## src/rtl/rf_write_arbiter_if.sv

```systemverilog
// Write-port bundle for rf_write_arbiter: pipeline writeback request, MDU result
// handshake and the registered register-file write port.
interface rf_write_arbiter_if #(
  parameter int ADDR_W = 5,
  parameter int DATA_W = 32
);
  logic              pipe_we;
  logic [ADDR_W-1:0] pipe_rd;
  logic [DATA_W-1:0] pipe_wdata;
  logic              pipe_stall;

  logic              mdu_valid;
  logic              mdu_ready;
  logic [ADDR_W-1:0] mdu_rd;
  logic [DATA_W-1:0] mdu_wdata;

  logic              rf_we;
  logic [ADDR_W-1:0] rf_waddr;
  logic [DATA_W-1:0] rf_wdata;

  // Requesters: pipeline WB stage and MDU.
  modport master (
    output pipe_we, pipe_rd, pipe_wdata, mdu_valid, mdu_rd, mdu_wdata,
    input  pipe_stall, mdu_ready, rf_we, rf_waddr, rf_wdata
  );

  // Arbiter.
  modport slave (
    input  pipe_we, pipe_rd, pipe_wdata, mdu_valid, mdu_rd, mdu_wdata,
    output pipe_stall, mdu_ready, rf_we, rf_waddr, rf_wdata
  );
endinterface

```

## src/rtl/rf_write_arbiter.sv

```systemverilog
// Register-file write-port arbiter: pipeline WB vs. buffered MDU results with an
// anti-starvation age counter and pending-write lookup. Optional RF_ARB_STATS_EN.
module rf_write_arbiter #(
  parameter int DEPTH    = 4,
  parameter int MAX_WAIT = 3,
  parameter int ADDR_W   = 5,
  parameter int DATA_W   = 32
) (
  input  logic                   clk,
  input  logic                   reset,
  rf_write_arbiter_if.slave      bus,
  input  logic [ADDR_W-1:0]      q_rs,
  input  logic [ADDR_W-1:0]      q_rt,
  output logic                   rs_pending,
  output logic                   rt_pending,
  output logic [$clog2(DEPTH):0] fifo_count
`ifdef RF_ARB_STATS_EN
  ,
  output logic [15:0]            stall_cycles,
  output logic [15:0]            full_cycles
`endif
);

  localparam int PTR_W = $clog2(DEPTH);
  localparam int CNT_W = PTR_W + 1;
  localparam int AGE_W = $clog2(MAX_WAIT + 1);

  typedef struct packed {
    logic [ADDR_W-1:0] rd;
    logic [DATA_W-1:0] data;
  } entry_t;

  entry_t             mem [DEPTH];
  logic [DEPTH-1:0]   valid;
  logic [PTR_W-1:0]   wr_ptr;
  logic [PTR_W-1:0]   rd_ptr;
  logic [AGE_W-1:0]   age;

  entry_t head;
  logic   pipe_req;
  logic   fifo_nonempty;
  logic   head_aged;
  logic   grant_mdu;
  logic   grant_pipe;
  logic   accept;
  logic   push;
  logic   rs_hit;
  logic   rt_hit;

  assign head = mem[rd_ptr];

  always_comb begin
    pipe_req      = bus.pipe_we && (bus.pipe_rd != '0);
    fifo_nonempty = (fifo_count != '0);
    head_aged     = (age == AGE_W'(MAX_WAIT));
    // The FIFO head wins an idle slot, or steals the slot once it has aged out.
    grant_mdu     = !reset && fifo_nonempty && (!pipe_req || head_aged);
    grant_pipe    = !reset && pipe_req && !grant_mdu;
    accept        = bus.mdu_valid && bus.mdu_ready;
    // A result for $0 completes the handshake but is dropped.
    push          = accept && (bus.mdu_rd != '0);
  end

  assign bus.mdu_ready  = !reset && (fifo_count < CNT_W'(DEPTH));
  assign bus.pipe_stall = grant_mdu && pipe_req;

  // NOTE: sequential state uses non-blocking assignments so every register samples
  // pre-edge values regardless of statement order.
  always_ff @(posedge clk) begin
    if (reset) begin
      wr_ptr     <= '0;
      rd_ptr     <= '0;
      valid      <= '0;
      fifo_count <= '0;
      age        <= '0;
    end else begin
      if (grant_mdu) begin
        rd_ptr        <= rd_ptr + PTR_W'(1);
        valid[rd_ptr] <= 1'b0;
      end
      if (push) begin
        wr_ptr        <= wr_ptr + PTR_W'(1);
        valid[wr_ptr] <= 1'b1;
      end
      fifo_count <= fifo_count + CNT_W'(push) - CNT_W'(grant_mdu);
      if (!fifo_nonempty || grant_mdu) begin
        age <= '0;
      end else if (!head_aged) begin
        age <= age + AGE_W'(1);
      end
    end
  end

  // NOTE: payload storage has no reset; the per-slot valid bits decide what is live.
  always_ff @(posedge clk) begin
    if (push) begin
      mem[wr_ptr] <= '{rd: bus.mdu_rd, data: bus.mdu_wdata};
    end
  end

  always_ff @(posedge clk) begin
    if (reset) begin
      bus.rf_we    <= 1'b0;
      bus.rf_waddr <= '0;
      bus.rf_wdata <= '0;
    end else begin
      bus.rf_we <= grant_mdu || grant_pipe;
      if (grant_mdu) begin
        bus.rf_waddr <= head.rd;
        bus.rf_wdata <= head.data;
      end else if (grant_pipe) begin
        bus.rf_waddr <= bus.pipe_rd;
        bus.rf_wdata <= bus.pipe_wdata;
      end
    end
  end

  // NOTE: every always_comb output gets a default first so no latch is inferred.
  always_comb begin
    rs_hit = 1'b0;
    rt_hit = 1'b0;
    for (int i = 0; i < DEPTH; i++) begin
      if (valid[i] && (mem[i].rd == q_rs)) rs_hit = 1'b1;
      if (valid[i] && (mem[i].rd == q_rt)) rt_hit = 1'b1;
    end
    // The register being written this cycle is still in flight for readers.
    rs_pending = !reset && (q_rs != '0) &&
                 (rs_hit || (bus.rf_we && (bus.rf_waddr == q_rs)));
    rt_pending = !reset && (q_rt != '0) &&
                 (rt_hit || (bus.rf_we && (bus.rf_waddr == q_rt)));
  end

`ifdef RF_ARB_STATS_EN
  always_ff @(posedge clk) begin
    if (reset) begin
      stall_cycles <= '0;
      full_cycles  <= '0;
    end else begin
      if (bus.pipe_stall && (stall_cycles != '1)) stall_cycles <= stall_cycles + 16'd1;
      if ((fifo_count == CNT_W'(DEPTH)) && (full_cycles != '1)) full_cycles <= full_cycles + 16'd1;
    end
  end
`else
  // Statistics counters are not built; arbitration is unaffected.
`endif

endmodule

```

## src/flat_wrapper.sv

```systemverilog
// flat-port wrapper written by rule: the top's interface ports become plain ports
module rf_write_arbiter_flat 
#(
  parameter int DEPTH    = 4,
  parameter int MAX_WAIT = 3,
  parameter int ADDR_W   = 5,
  parameter int DATA_W   = 32
)
  (clk, reset, q_rs, q_rt, rs_pending, rt_pending, fifo_count, bus_pipe_we, bus_pipe_rd, bus_pipe_wdata, bus_mdu_valid, bus_mdu_rd, bus_mdu_wdata, bus_pipe_stall, bus_mdu_ready, bus_rf_we, bus_rf_waddr, bus_rf_wdata);
  rf_write_arbiter_if #(.ADDR_W(ADDR_W), .DATA_W(DATA_W)) bus_i ();
  input  logic clk;
  input  logic reset;
  input  logic [ADDR_W-1:0] q_rs;
  input  logic [ADDR_W-1:0] q_rt;
  output logic rs_pending;
  output logic rt_pending;
  output logic [$clog2(DEPTH):0] fifo_count;
  input wire logic [$bits(bus_i.pipe_we)-1:0] bus_pipe_we;
  input wire logic [$bits(bus_i.pipe_rd)-1:0] bus_pipe_rd;
  input wire logic [$bits(bus_i.pipe_wdata)-1:0] bus_pipe_wdata;
  input wire logic [$bits(bus_i.mdu_valid)-1:0] bus_mdu_valid;
  input wire logic [$bits(bus_i.mdu_rd)-1:0] bus_mdu_rd;
  input wire logic [$bits(bus_i.mdu_wdata)-1:0] bus_mdu_wdata;
  output wire logic [$bits(bus_i.pipe_stall)-1:0] bus_pipe_stall;
  output wire logic [$bits(bus_i.mdu_ready)-1:0] bus_mdu_ready;
  output wire logic [$bits(bus_i.rf_we)-1:0] bus_rf_we;
  output wire logic [$bits(bus_i.rf_waddr)-1:0] bus_rf_waddr;
  output wire logic [$bits(bus_i.rf_wdata)-1:0] bus_rf_wdata;
  assign bus_i.pipe_we = bus_pipe_we;
  assign bus_i.pipe_rd = bus_pipe_rd;
  assign bus_i.pipe_wdata = bus_pipe_wdata;
  assign bus_i.mdu_valid = bus_mdu_valid;
  assign bus_i.mdu_rd = bus_mdu_rd;
  assign bus_i.mdu_wdata = bus_mdu_wdata;
  assign bus_pipe_stall = bus_i.pipe_stall;
  assign bus_mdu_ready = bus_i.mdu_ready;
  assign bus_rf_we = bus_i.rf_we;
  assign bus_rf_waddr = bus_i.rf_waddr;
  assign bus_rf_wdata = bus_i.rf_wdata;
  rf_write_arbiter #(.DEPTH(DEPTH), .MAX_WAIT(MAX_WAIT), .ADDR_W(ADDR_W), .DATA_W(DATA_W)) u_core (.clk(clk), .reset(reset), .bus(bus_i), .q_rs(q_rs), .q_rt(q_rt), .rs_pending(rs_pending), .rt_pending(rt_pending), .fifo_count(fifo_count));
endmodule
```

## config.mk

```make
export PLATFORM = sky130hd
export DESIGN_NAME = rf_write_arbiter_flat
export DESIGN_NICKNAME = d
export VERILOG_FILES = /design/src/rtl/rf_write_arbiter_if.sv /design/src/rtl/rf_write_arbiter.sv /design/src/flat_wrapper.sv
export SDC_FILE = /design/constraint.sdc
export NUM_CORES = 1
export LEC_CHECK = 0
export ABC_AREA = 1
export ABC_CLOCK_PERIOD_IN_PS = 2500
export CAP_MARGIN = 10
export CORE_AREA = 2 2 204 156
export CTS_CLUSTER_SIZE = 40
export DETAILED_ROUTE_END_ITERATION = 8
export DIE_AREA = 0 0 206 158
export PLACE_DENSITY = 0.59
export RECOVER_POWER = 100
export SKIP_LAST_GASP = 1
export SYNTH_ARGS = -nofsm -noshare
export SYNTH_HDL_FRONTEND = slang
export SYNTH_SLANG_ARGS = --single-unit
```

## constraint.sdc

```tcl
create_clock -name clk -period 2.5 [get_ports clk]
set_input_delay 0.5 -clock clk [delete_from_list [all_inputs] [get_ports clk]]
set_output_delay 0.5 -clock clk [all_outputs]
set_load 0.02 [all_outputs]
```

======== Word-level counts from Yosys, hierarchy flattened ========
Memory sizes are Yosys's and may differ from the RTL's. A register that Yosys moved wholly into a read port is not among the register bits.
Cells that the tools add are included.
Widths: inputs -> output; s select.
word-level totals
  bits of input ports ..................... 88
  flip-flop bits (word level) ............. 51
  memories ................................ 1
  RAM bits ................................ 148
  output and inout bits ................... 45
cells by class
  $lt $le $gt $ge ......................... 5
  multiplexer cells ....................... 23
  equal/unequal tests ..................... 11
  reductions and logical operators ........ 41
  add/subtract/negate cells ............... 5
  bitwise operators ....................... 3
memory list
  memory      depth  bits a word  rd ports  clocked after Yosys merged registers in  wr ports  line                    source
  u_core.mem  4      37           5         1                                        1         rf_write_arbiter.sv:33  entry_t mem [DEPTH];
operators with widths
  operator             count
  $mux 32              2
  $eq 5x5->1           10
  $logic_and 1x1->1    25
  $reduce_bool 5->1    4
  $mux 1               12
  $mux 4               3
  $mux 5               2
  $add 2x1->2 const B  3
  $lt 2x3->1 const B   2
  $logic_or 1x1->1     5
  $and 4x4->4          1
  $demux 1 s2          2
  $ge 2x1->1 const B   2
  $logic_not 1->1      4
  $mux 2               2
  $not 4->4            1
  $or 4x4->4           1
  $add 3x1->3          1
  $lt 3x3->1 const B   1
  $reduce_bool 3->1    1
  $sub 3x1->3          1
  $eq 2x2->1 const B   1
  $reduce_bool 2->1    1
  $reduce_or 2->1      1

======== Longest topological paths before layout ========
Gate-level depths: netlist of run 1.
  depth in word-level cells ............... 10
  mapped depth ............................ 13
  depth with buffers taken out ............ 12

======== Worst setup path before layout of run 1 ========
No wires, ideal clock.
  path type ............................... in2reg
  start ................................... input reset
  end ..................................... memory u_core.mem[0][0] (netlist name) (enable)
  buffers on the path ..................... 1
  stages on the path ...................... 6
  slack ................................... 258 ps
  data required time ...................... 2108 ps
  arrival time ............................ 1851 ps
  cells stage by stage .................... buf_4 nor3b_1 nand2_1 inv_2 nand2_1 inv_1
on the way
  word-level cells in the longest chain between the ends .. 6
ends and longest elaborated chain
  what                          line                    source
  start: declaration            flat_wrapper.sv:12      input logic reset;
  $logic_not 1->1               rf_write_arbiter.sv:64  assign bus.mdu_ready = !reset && (fifo_count < CNT_W'(DEPTH));
  $logic_and 1x1->1             rf_write_arbiter.sv:64
  $logic_and 1x1->1             rf_write_arbiter.sv:59  accept = bus.mdu_valid && bus.mdu_ready;
  $logic_and 1x1->1             rf_write_arbiter.sv:61  push = accept && (bus.mdu_rd != '0);
  $mux 1                        rf_write_arbiter.sv:96  if (push) begin
  $mux 1 (implied by the code)  rf_write_arbiter.sv:97  mem[wr_ptr] <= '{rd: bus.mdu_rd, data: bus.mdu_wdata};
  end: declaration              rf_write_arbiter.sv:33
Every way passes these cells.

======== Worst setup path in the final report of run 1 ========
  start ................................... input reset
  end ..................................... output bus_mdu_ready
on the way
  word-level cells in the longest chain between the ends .. 2
ends and longest elaborated chain
  what               line                    source
  $logic_not 1->1    rf_write_arbiter.sv:64
  $logic_and 1x1->1  rf_write_arbiter.sv:64
  end: declaration   flat_wrapper.sv:25      output wire logic [$bits(bus_i.mdu_ready)-1:0] bus_mdu_ready;
Every way passes these cells.

==> results of run 1 <==
-- flip-flops by register name, summed over array words and instances, names as in the netlist, named ones only --
name	count
u_core.bus.rf_wdata	32
u_core.rd_ptr	2
u_core.bus.rf_we	1
u_core.valid	4
u_core.fifo_count	3
u_core.age	2
u_core.wr_ptr	2
u_core.bus.rf_waddr	5
u_core.mem	148
-- worst min path at each step --
stage	start	end	slack, ps
floorplan	u_core.age[0]$_SDFFE_PP0N_	u_core.age[0]$_SDFFE_PP0N_	400
global placement	u_core.age[0]$_SDFFE_PP0N_	u_core.age[0]$_SDFFE_PP0N_	410
detailed placement	u_core.bus.rf_wdata[6]$_SDFFE_PP0P_	u_core.bus.rf_wdata[6]$_SDFFE_PP0P_	440
CTS	u_core.age[0]$_SDFFE_PP0N_	u_core.age[0]$_SDFFE_PP0N_	460
global route	u_core.bus.rf_wdata[21]$_SDFFE_PP0P_	u_core.bus.rf_wdata[21]$_SDFFE_PP0P_	460
finish	u_core.age[0]$_SDFFE_PP0N_	u_core.age[0]$_SDFFE_PP0N_	450
-- synth_stat cells, types with 2 or more instances --
cell | number | share of area (%)
nand2_1 | 225 | 9.3
nor2_1 | 177 | 7.4
edfxtp_1 | 148 | 49
o21ai_0 | 93 | 5.2
inv_1 | 89 | 3.7
dfxtp_1 | 53 | 12
nand3_1 | 49 | 2.7
a21oi_1 | 32 | 1.8
nand4_1 | 29 | 2.0
buf_2 | 20 | 1.1
ha_1 | 11 | 1.5
clkbuf_1 | 10 | 0.42
buf_4 | 6 | 0.50
buf_6 | 6 | 0.75
nand3_2 | 5 | 0.55
xor2_1 | 5 | 0.48
inv_2 | 4 | 0.17
o21ai_1 | 4 | 0.22
nand2_2 | 2 | 0.14
-- layer usage --
metal | global-route usage [%] | wire length, um | up-vias | share of wire [%]
li1 | - | - | 3578 | -
met1 | 23.14 | 12290 | 3325 | 47
met2 | 24.82 | 11250 | 254 | 43
met3 | 3.067 | 1885 | 47 | 7.3
met4 | 3.469 | 557 | 4 | 2.1
met5 | 0 | 21 | - | 0.081
-- power groups by stage --
| stage | Combinational [W] | Sequential (W) | Clock [W] |
|---|---|---|---|
| after floorplan | 0.00147 | 0.00438 | 0 |
| after global placement | 0.00288 | 0.00418 | 0 |
| after detailed placement | 0.00291 | 0.00417 | 0 |
| after CTS | 0.00292 | 0.00411 | 0.00327 |
| after global routing | 0.00307 | 0.00414 | 0.00341 |
| final | 0.00276 | 0.00411 | 0.00317 |
-- cell families (layout without fill, tap and decap cells) --
kind of cell,after synthesis,after routing,synth area share (%)
buffers and inverters,138,323,6.799
flip-flops,201,201,60.92
adder cells (fa/ha/maj),12,12,1.745
AND/OR/NAND/NOR,493,493,22.90
XOR/XNOR,5,5,0.4846
AO/OA/AOI/OAI,129,129,7.145
other,0,2,0
-- what timing repair did --
action,4_1_cts,5_1_grt
cloned,0,0
gates resized for setup,7,19
setup buffers,0,3
setup endpoints to repair,3,3
pin swaps,0,3
-- worst max-delay path: stages --
cell	delay, ps
clkdlybuf4s50_1	430
clkbuf_4	150
clkbuf_1	110
nor2_1	110
clkdlybuf4s50_1	610
-- cell type report --
class / count / area (um^2) / share of cell area, %
Tap cell: 406 / 508.0 / 4.311
Timing Repair Buffer: 189 / 1765 / 14.98
Inverter: 94 / 355.3 / 3.016
Multi-Input combinational cell: 639 / 2920 / 24.78
Sequential cell: 201 / 5509 / 46.75
Clock buffer: 28 / 624.3 / 5.298
Antenna cell: 2 / 5.005 / 0.04247
Clock inverter: 12 / 96.34 / 0.8176
-- through the flow --
stage	utilization, %	hold slack, ps	TNS, ps	power, W	cell area (um^2)
6_report	38.40	446.3	0	0.01004	11780
5_1_grt	38.39	463.7	-22.05	0.01062	11780
4_1_cts	38.71	455.8	-71.92	0.01030	11880
3_5_place_dp	36.40	440.1	-1483	0.007088	11170
3_3_place_gp	36.40	406.3	-1291	0.007053	11170
2_1_floorplan	-	398.5	0	0.005854	9036
==> flow_metrics.tcl, run 1 <==
set metrics [dict create \
    status "completed" \
    grt_max_degree 79 \
    core-area_mm2 0.03069 \
    dp_cells 1526 \
    p_int_w 0.006777 \
    pwr-share-comb_pct 27.5 \
    grt_pass1_wl_mm 39.90 \
    syn_area_per_cell_um2 9.239 \
    grt_pass1_vias 6961 \
    syn_area_mm2 0.009036 \
    irDropWorstVdd_mv 0.4615 \
    syn_nets 1078 \
    ys_seq_elements 201 \
    final_cell_mix "nand2_1, nor2_1, edfxtp_1" \
    worst_setup_path_start_kind "input port" \
    min_delay_path_depth 1 \
    reg2reg_setup_slack_ps 350 \
    power_frac_clock_pct 31.6 \
    worst-path-max-fanout 3 \
    seq_area_frac_synth_pct 60.92 \
    p_sw_w 0.003262 \
    rsz0062_at_grt "true" \
    layoutNonFillerInstCount 1571 \
    crit_type "in -> out" \
    worst_slew_pin_slew_ps 909.0 \
    endpoint "bus_mdu_ready" \
    gp_congestion 0.9070 \
    final-setup-viol-count 0 \
    finalCriticalPeriod_ps 2410 \
    crit_path_end_kind "output pin" \
    ioPinCount 133 \
    synth-edff-count 148 \
    slew_violations 0 \
    nNetsFinal 1247 \
    drive_gt1_share_pct 9.372 \
    r2r_end "u_core.bus.rf_wdata[5]$_SDFFE_PP0P_" \
    ant_nets 0 \
    clockBufferDepth 3 \
    drt_iter0_drc 569 \
    place_hpwl_mm 17.10 \
    finalWorstSetupSlack_ps 89.97 \
    max_freq_mhz 414.9 \
    pwr_density_cell_mw_per_mm2 852.0 \
    cts_buffers 22 \
    fin_crit_sh_pct 96.40 \
    synth-async-reset-ratio_pct 0 \
    arrival_ps 1910 \
    sw_frac_of_total_pct 32.49 \
    r2r_start "u_core.fifo_count[2]$_SDFF_PP0_" \
    synth_flop_cell "edfxtp_1" \
    crit_start "reset" \
    floorplan.initialDensity_pct 29.44 \
    cts_tree "done" \
    clock_sinks 201 \
    routed-via-count 7208 \
    p_seq_share_pct 40.9 \
    ys_types 29 \
    viasPerCell 4.588 \
    n_fill_cell 3119 \
    ys_warn_count 0 \
    relSlewSlack_pct 39.40 \
    hp-class "reg -> reg" \
    syn_inst 978 \
    insertion_delay_ps 500 \
    critPathRequiredTime_ps 2000 \
    grt.overflow.total 0 \
    cts-hold-fix-buffers 0 \
    antenna_found_initial 4 \
    totalWireLength_mm 26.00 \
    die_w_um 206 \
    clk_pin_slew_ps 60 \
    area_growth_pct 30.41 \
    drc 0 \
    ff2ff_path_depth 6 \
    htreeDepth 1 \
    avgRoutedWirePerCell_um 16.55 \
    p_leak_nw 4.889 \
    grt_util_all_layers_pct 16.00 \
    cts-root-buf "clkbuf_16" \
    fp.dieH_um 158 \
    dr.pass1.iters 5 \
    fp.dieArea_mm2 0.03255 \
    final_common_cell "nand2_1" \
    dp_slack_ps -457.0 \
    fin_worst_skew_ps 5.717 \
    io_buffers 132 \
    max_cap_viol_count 0 \
    placementRows 56 \
    finalHoldViolations 0 \
]
(Power assumes the default switching activity.)
==> run 2: changes to the inputs <==
--- a/config.mk
+++ b/config.mk
@@ -12,6 +12,8 @@
 export CTS_CLUSTER_SIZE = 40
 export DETAILED_ROUTE_END_ITERATION = 8
 export DIE_AREA = 0 0 206 158
+export GPL_ROUTABILITY_DRIVEN = 0
+export GPL_TIMING_DRIVEN = 0
 export PLACE_DENSITY = 0.59
 export RECOVER_POWER = 100
 export SKIP_LAST_GASP = 1
==> run 2 against run 1 <==
Cell area decreased by 1.6%. Wire length up 2.2%. Worst setup slack better by 16 ps. Via count decreased by 0.14%. Largest power group unchanged. Final cell count is 0.83% lower. Global-route usage up 0.33 points. Critical path depth is 4 higher.
==> flow_metrics.tcl, run 2 (synthesized netlist as in run 1, its figures left out) <==
set metrics [dict create \
    clock_sinks 201 \
    fin_worst_skew_ps 8.777 \
    floorplan.initialDensity_pct 29.44 \
    postLayoutCoreUtil_pct 37.79 \
    max_freq_mhz 417.7 \
    rsz0062_at_grt "true" \
    finalHoldViolations 0 \
    dr.pass1.iters 5 \
    core-area_mm2 0.03069 \
    relSlewSlack_pct 51.30 \
    finalCriticalPeriod_ps 2394 \
    slew_violations 0 \
    drt_iter0_drc 555 \
    critPathRequiredTime_ps 2000 \
    crit_path_frequent_cell "nor2_1" \
    n_fill_cell 3092 \
    final-setup-viol-count 0 \
    p_leak_nw 4.755 \
    top_register "u_core.mem" \
    grt_max_degree 30 \
    avgRoutedWirePerCell_um 17.05 \
    clk_pin_slew_ps 70 \
    seq_area_mm2 0.005505 \
    hp-class "in -> reg" \
    arrival_ps 1890 \
    dp_cells 1517 \
    grt_pass1_wl_mm 40.12 \
    reg_top3 "u_core.mem (148), u_core.bus.rf_wdata (32), u_core.bus.rf_waddr (5)" \
    cts_buffers 21 \
    insertion_delay_ps 500 \
    critPathTopFamily "simple AND/OR/NAND/NOR gates" \
    largest_register_ffs 148 \
    nNetsFinal 1234 \
    cts-root-buf "clkbuf_16" \
    area_growth_pct 28.34 \
    routed-via-count 7198 \
    crit_chain "inv_1, nand2_1, nand2_1, nor2_1, nand3_1, nand3_1, nor2_1, nor2_1, clkdlybuf4s15_2" \
    finalSetupTns_ps 0 \
    worst-path-max-fanout 5 \
    cts_tree "done" \
    post_cts_buffers 0 \
    clockBufferDepth 3 \
    drive_gt1_share_pct 8.362 \
    grt.overflow.total 0 \
    fp.dieArea_mm2 0.03255 \
    viasPerCell 4.620 \
    placementRows 56 \
    htreeDepth 1 \
    ioPinCount 133 \
    drc 0 \
    layoutNonFillerInstCount 1558 \
    final_cell_mix "nand2_1, nor2_1, edfxtp_1" \
    irDropWorstVdd_mv 0.3475 \
    cp_num_buf_inv 2 \
    crit_type "reg -> out" \
    totalWireLength_mm 26.56 \
    max_cap_viol_count 0 \
    ant_nets 0 \
    worst_slew_pin_slew_ps 730.5 \
    place_hpwl_mm 18.57 \
    critPathSlowestCell "dfxtp_1" \
    worst_setup_path_start_kind "register" \
    crit_path_end_kind "output pin" \
    antenna_found_initial 5 \
    die_w_um 206 \
    io_buffers 129 \
    status "completed" \
    fin_crit_sh_pct 95.77 \
    multi_input_area_mm2 0.002944 \
    final_common_cell "nand2_1" \
    pwr_density_cell_mw_per_mm2 869.0 \
    fp.dieH_um 158 \
    grt_pass1_vias 6919 \
    slowest_delay_ps 480 \
    cts-hold-fix-buffers 0 \
    grt_util_all_layers_pct 16.34 \
]
## run 2: area by class of cell
class	instances	area share, %
diodes	4	0.08631
repair buffers	133	11.58
flip-flops and latches	201	47.47
well taps	406	4.380
plain buffers	44	2.169
clock inverters	15	1.305
multi-input cells	639	25.39
inverters	94	3.064
clock buffers	22	4.564
## run 2: per-stage QoR
step	area, um^2	power, W	worst slack (ps)	hold WS (ps)
finish	11600	0.01008	105.8	432.5
global route	11590	0.01065	-20.12	436.7
CTS	11620	0.01028	-16.46	431.2
detailed placement	10930	0.007144	-733.8	421.8
global placement	10840	0.007096	-1119	406.6
floorplan	9036	0.005854	257.7	398.5
## run 2: timing repair
item | in CTS | in global routing
gates resized for setup | 30 | 15
gates cloned | 0 | 0
endpoints found under the setup margin | 4 | 6
pin swaps | 0 | 2
## run 2: metal layers
| metal | share of wire [%] | GRT usage (%) | vias to the layer above | wire [um] |
|---|---|---|---|---|
| li1 | - | - | 3545 | - |
| met2 | 42 | 24.75 | 286 | 11270 |
| met3 | 9.2 | 4.035 | 43 | 2452 |
| met5 | 0.087 | 0 | - | 23 |
| met1 | 46 | 23.46 | 3320 | 12330 |
| met4 | 1.8 | 3.673 | 4 | 490 |
## run 2: worst reg2reg max path, stage by stage, from the launching register on
cell and delay, ps:
dfxtp_1 320, ha_1 220, inv_2 90, nand3_4 100, nand2_4 130, inv_2 60, buf_4 200, ha_1 290
inv_1 40, ha_1 180, fa_1 350, inv_1 70, o21ai_0 80, a21oi_1 110
## run 2: power breakdown
part,internal [W],total [W],switching (W)
registers,0.00391,0.00411,0.000198
clock network,0.00185,0.00312,0.00127
logic,0.000980,0.00285,0.00187
## run 2: path summary, 6_finish.rpt
kind                                        from                             endpoint  slack, ps  depth (start not counted)
max          u_core.bus.rf_waddr[1]$_SDFFE_PP0P_                           rs_pending        110                          9
max reg2reg           u_core.age[0]$_SDFFE_PP0N_      u_core.fifo_count[2]$_SDFF_PP0_        200                         13
min                               bus_pipe_rd[2]  u_core.bus.rf_waddr[2]$_SDFFE_PP0P_        430                          5
min reg2reg           u_core.age[0]$_SDFFE_PP0N_           u_core.age[0]$_SDFFE_PP0N_        430                          1
==> run 3: changes to the inputs <==
--- a/config.mk
+++ b/config.mk
@@ -16,6 +16,7 @@
 export GPL_TIMING_DRIVEN = 0
 export PLACE_DENSITY = 0.59
 export RECOVER_POWER = 100
+export SKIP_CTS_REPAIR_TIMING = 1
 export SKIP_LAST_GASP = 1
 export SYNTH_ARGS = -nofsm -noshare
 export SYNTH_HDL_FRONTEND = slang
==> run 3 against run 2 <==
Cell area grew 0.51%. Largest power group unchanged. Clock skew is 2.7 ps higher. Core utilization grew 0.19 points. Clock power barely moved. Sequential share of layout area shrank 0.24 points. Global-route usage about the same. Count of clock-buffer cells in the layout stayed put. First-iteration DRC count is 2.5% higher. Critical path type is now in -> out.
==> flow_metrics.tcl, run 3 (synthesized netlist as in run 1, its figures left out) <==
set metrics [dict create \
    status "completed" \
    relSlewSlack_pct 57.49 \
    final-setup-viol-count 0 \
    cts_buffers 21 \
    viasPerCell 4.614 \
    fp.dieH_um 158 \
    holdPathEnd "u_core.bus.rf_waddr[2]$_SDFFE_PP0P_" \
    worst-path-max-fanout 10 \
    clock_sinks 201 \
    crit_chain "clkdlybuf4s50_1, inv_1, nand3_2, nand3_4, nand2_4, buf_4, nor2_2, clkbuf_2" \
    clockBufferDepth 3 \
    r2r_end "u_core.fifo_count[2]$_SDFF_PP0_" \
    finalHoldViolations 0 \
    largest_register_ffs 148 \
    final_cell_mix "nand2_1, nor2_1, edfxtp_1" \
    avgRoutedWirePerCell_um 17.04 \
    place_hpwl_mm 18.57 \
    finalCriticalPeriod_ps 2498 \
    top_register "u_core.mem" \
    clk_pin_slew_ps 70 \
    pwr_density_cell_mw_per_mm2 872.2 \
    final_common_cell "nand2_1" \
    routed-via-count 7184 \
    placementRows 56 \
    worst_hold_slack_ps 430.7 \
    htreeDepth 1 \
    drt_iter0_drc 569 \
    finalSetupTns_ps 0 \
    r2r_start "u_core.age[0]$_SDFFE_PP0N_" \
    cts-root-buf "clkbuf_16" \
    fp.dieArea_mm2 0.03255 \
    grt_pass1_vias 6908 \
    critPathSlowestCell "clkdlybuf4s50_1" \
    area_growth_pct 28.99 \
    fin_crit_sh_pct 99.93 \
    cts_tree "done" \
    worst_slew_pin_slew_ps 637.7 \
    drc 0 \
    ioPinCount 133 \
    min-delay-start "bus_pipe_rd[2]" \
    worst_setup_path_start_kind "input port" \
    slew_violations 0 \
    crit_path_end_kind "output pin" \
    min_delay_path_depth 5 \
    nNetsFinal 1234 \
    critPathTopFamily "buffers and inverters" \
    p_leak_nw 4.779 \
    max_freq_mhz 400.3 \
    critPathRequiredTime_ps 2000 \
    dp_cells 1517 \
    arrival_ps 2000 \
    antenna_found_initial 5 \
    grt_max_degree 30 \
    totalWireLength_mm 26.54 \
    insertion_delay_ps 500 \
    layoutNonFillerInstCount 1557 \
    slowest_delay_ps 400 \
    crit_type "in -> out" \
    reg2reg_setup_slack_ps 240 \
    reg_top3 "u_core.mem (148), u_core.bus.rf_wdata (32), u_core.bus.rf_waddr (5)" \
    fin_worst_skew_ps 11.46 \
    die_w_um 206 \
    cp_num_buf_inv 4 \
    drive_gt1_share_pct 8.101 \
    irDropWorstVdd_mv 0.3481 \
    dr.pass1.iters 5 \
    grt.overflow.total 0 \
    io_buffers 129 \
    ant_nets 0 \
    ff2ff_path_depth 12 \
    grt_pass1_wl_mm 39.96 \
    n_fill_cell 3075 \
    grt_util_all_layers_pct 16.32 \
    core-area_mm2 0.03069 \
    floorplan.initialDensity_pct 29.44 \
    rsz0062_at_grt "true" \
    max_cap_viol_count 0 \
    hp-class "in -> reg" \
]
==> run 3: tightest hold or removal path: stages <==
cell            delay (ps)
dlymetal6s2s_1         170
inv_1                   70
nand2_1                 50
nand3_1                 70
nand2_1                 40
==> run 3: area by class of cell <==
| class | instances | area (um^2) | area share, % |
|---|---|---|---|
| Buffer | 43 | 249.0 | 2.136 |
| Sequential cell | 201 | 5505 | 47.23 |
| Clock buffer | 22 | 529.3 | 4.541 |
| Multi-Input combinational cell | 639 | 2934 | 25.17 |
| Clock inverter | 15 | 151.4 | 1.299 |
| Timing Repair Buffer | 134 | 1416 | 12.15 |
| Inverter | 94 | 355.3 | 3.049 |
| Tap cell | 406 | 508.0 | 4.358 |
| Antenna cell | 3 | 7.507 | 0.06441 |
==> run 3: power by group <==
part,leakage [nW],internal [W],total (W),switching [W]
Sequential,1.78,0.00391,0.00412,0.000206
Combinational,2.66,0.00106,0.00293,0.00187
Clock,0.338,0.00184,0.00312,0.00128
Total,4.78,0.00682,0.0102,0.00335
==> run 3: how the worst max path moves through the flow <==
stage | start | to | slack, ps | cells past startpoint
after floorplan | reset | u_core.mem[0][0]$_DFFE_PP_ | 260 | 6
after detailed placement | bus_pipe_rd[3] | bus_pipe_stall | -730 | 8
after global routing | reset | rt_pending | -90 | 5
final | bus_pipe_rd[4] | bus_pipe_stall | 2 | 8
after global placement | reset | u_core.mem[1][23]$_DFFE_PP_ | -1120 | 7
after CTS | bus_pipe_rd[3] | bus_pipe_stall | -740 | 8
==> run 3: stage by stage <==
step                power [W]  area (um^2)  setup WS [ps]  utilization, %
finish                0.01017        11660          1.658           37.98
global route          0.01074        11650         -85.30           37.96
CTS                   0.01028        11610         -735.2           37.83
detailed placement   0.007144        10930         -733.8           35.62
global placement     0.007096        10840          -1119           35.31
floorplan            0.005854         9036          257.7               -
==> run 3: routing by layer <==
| metal | wire length (um) | GRT usage (%) | vias to the layer above |
|---|---|---|---|
| li1 | - | - | 3543 |
| met1 | 12240 | 23.12 | 3307 |
| met2 | 11300 | 24.56 | 286 |
| met3 | 2449 | 4.508 | 44 |
| met4 | 524 | 4.048 | 4 |
| met5 | 23 | 0 | - |
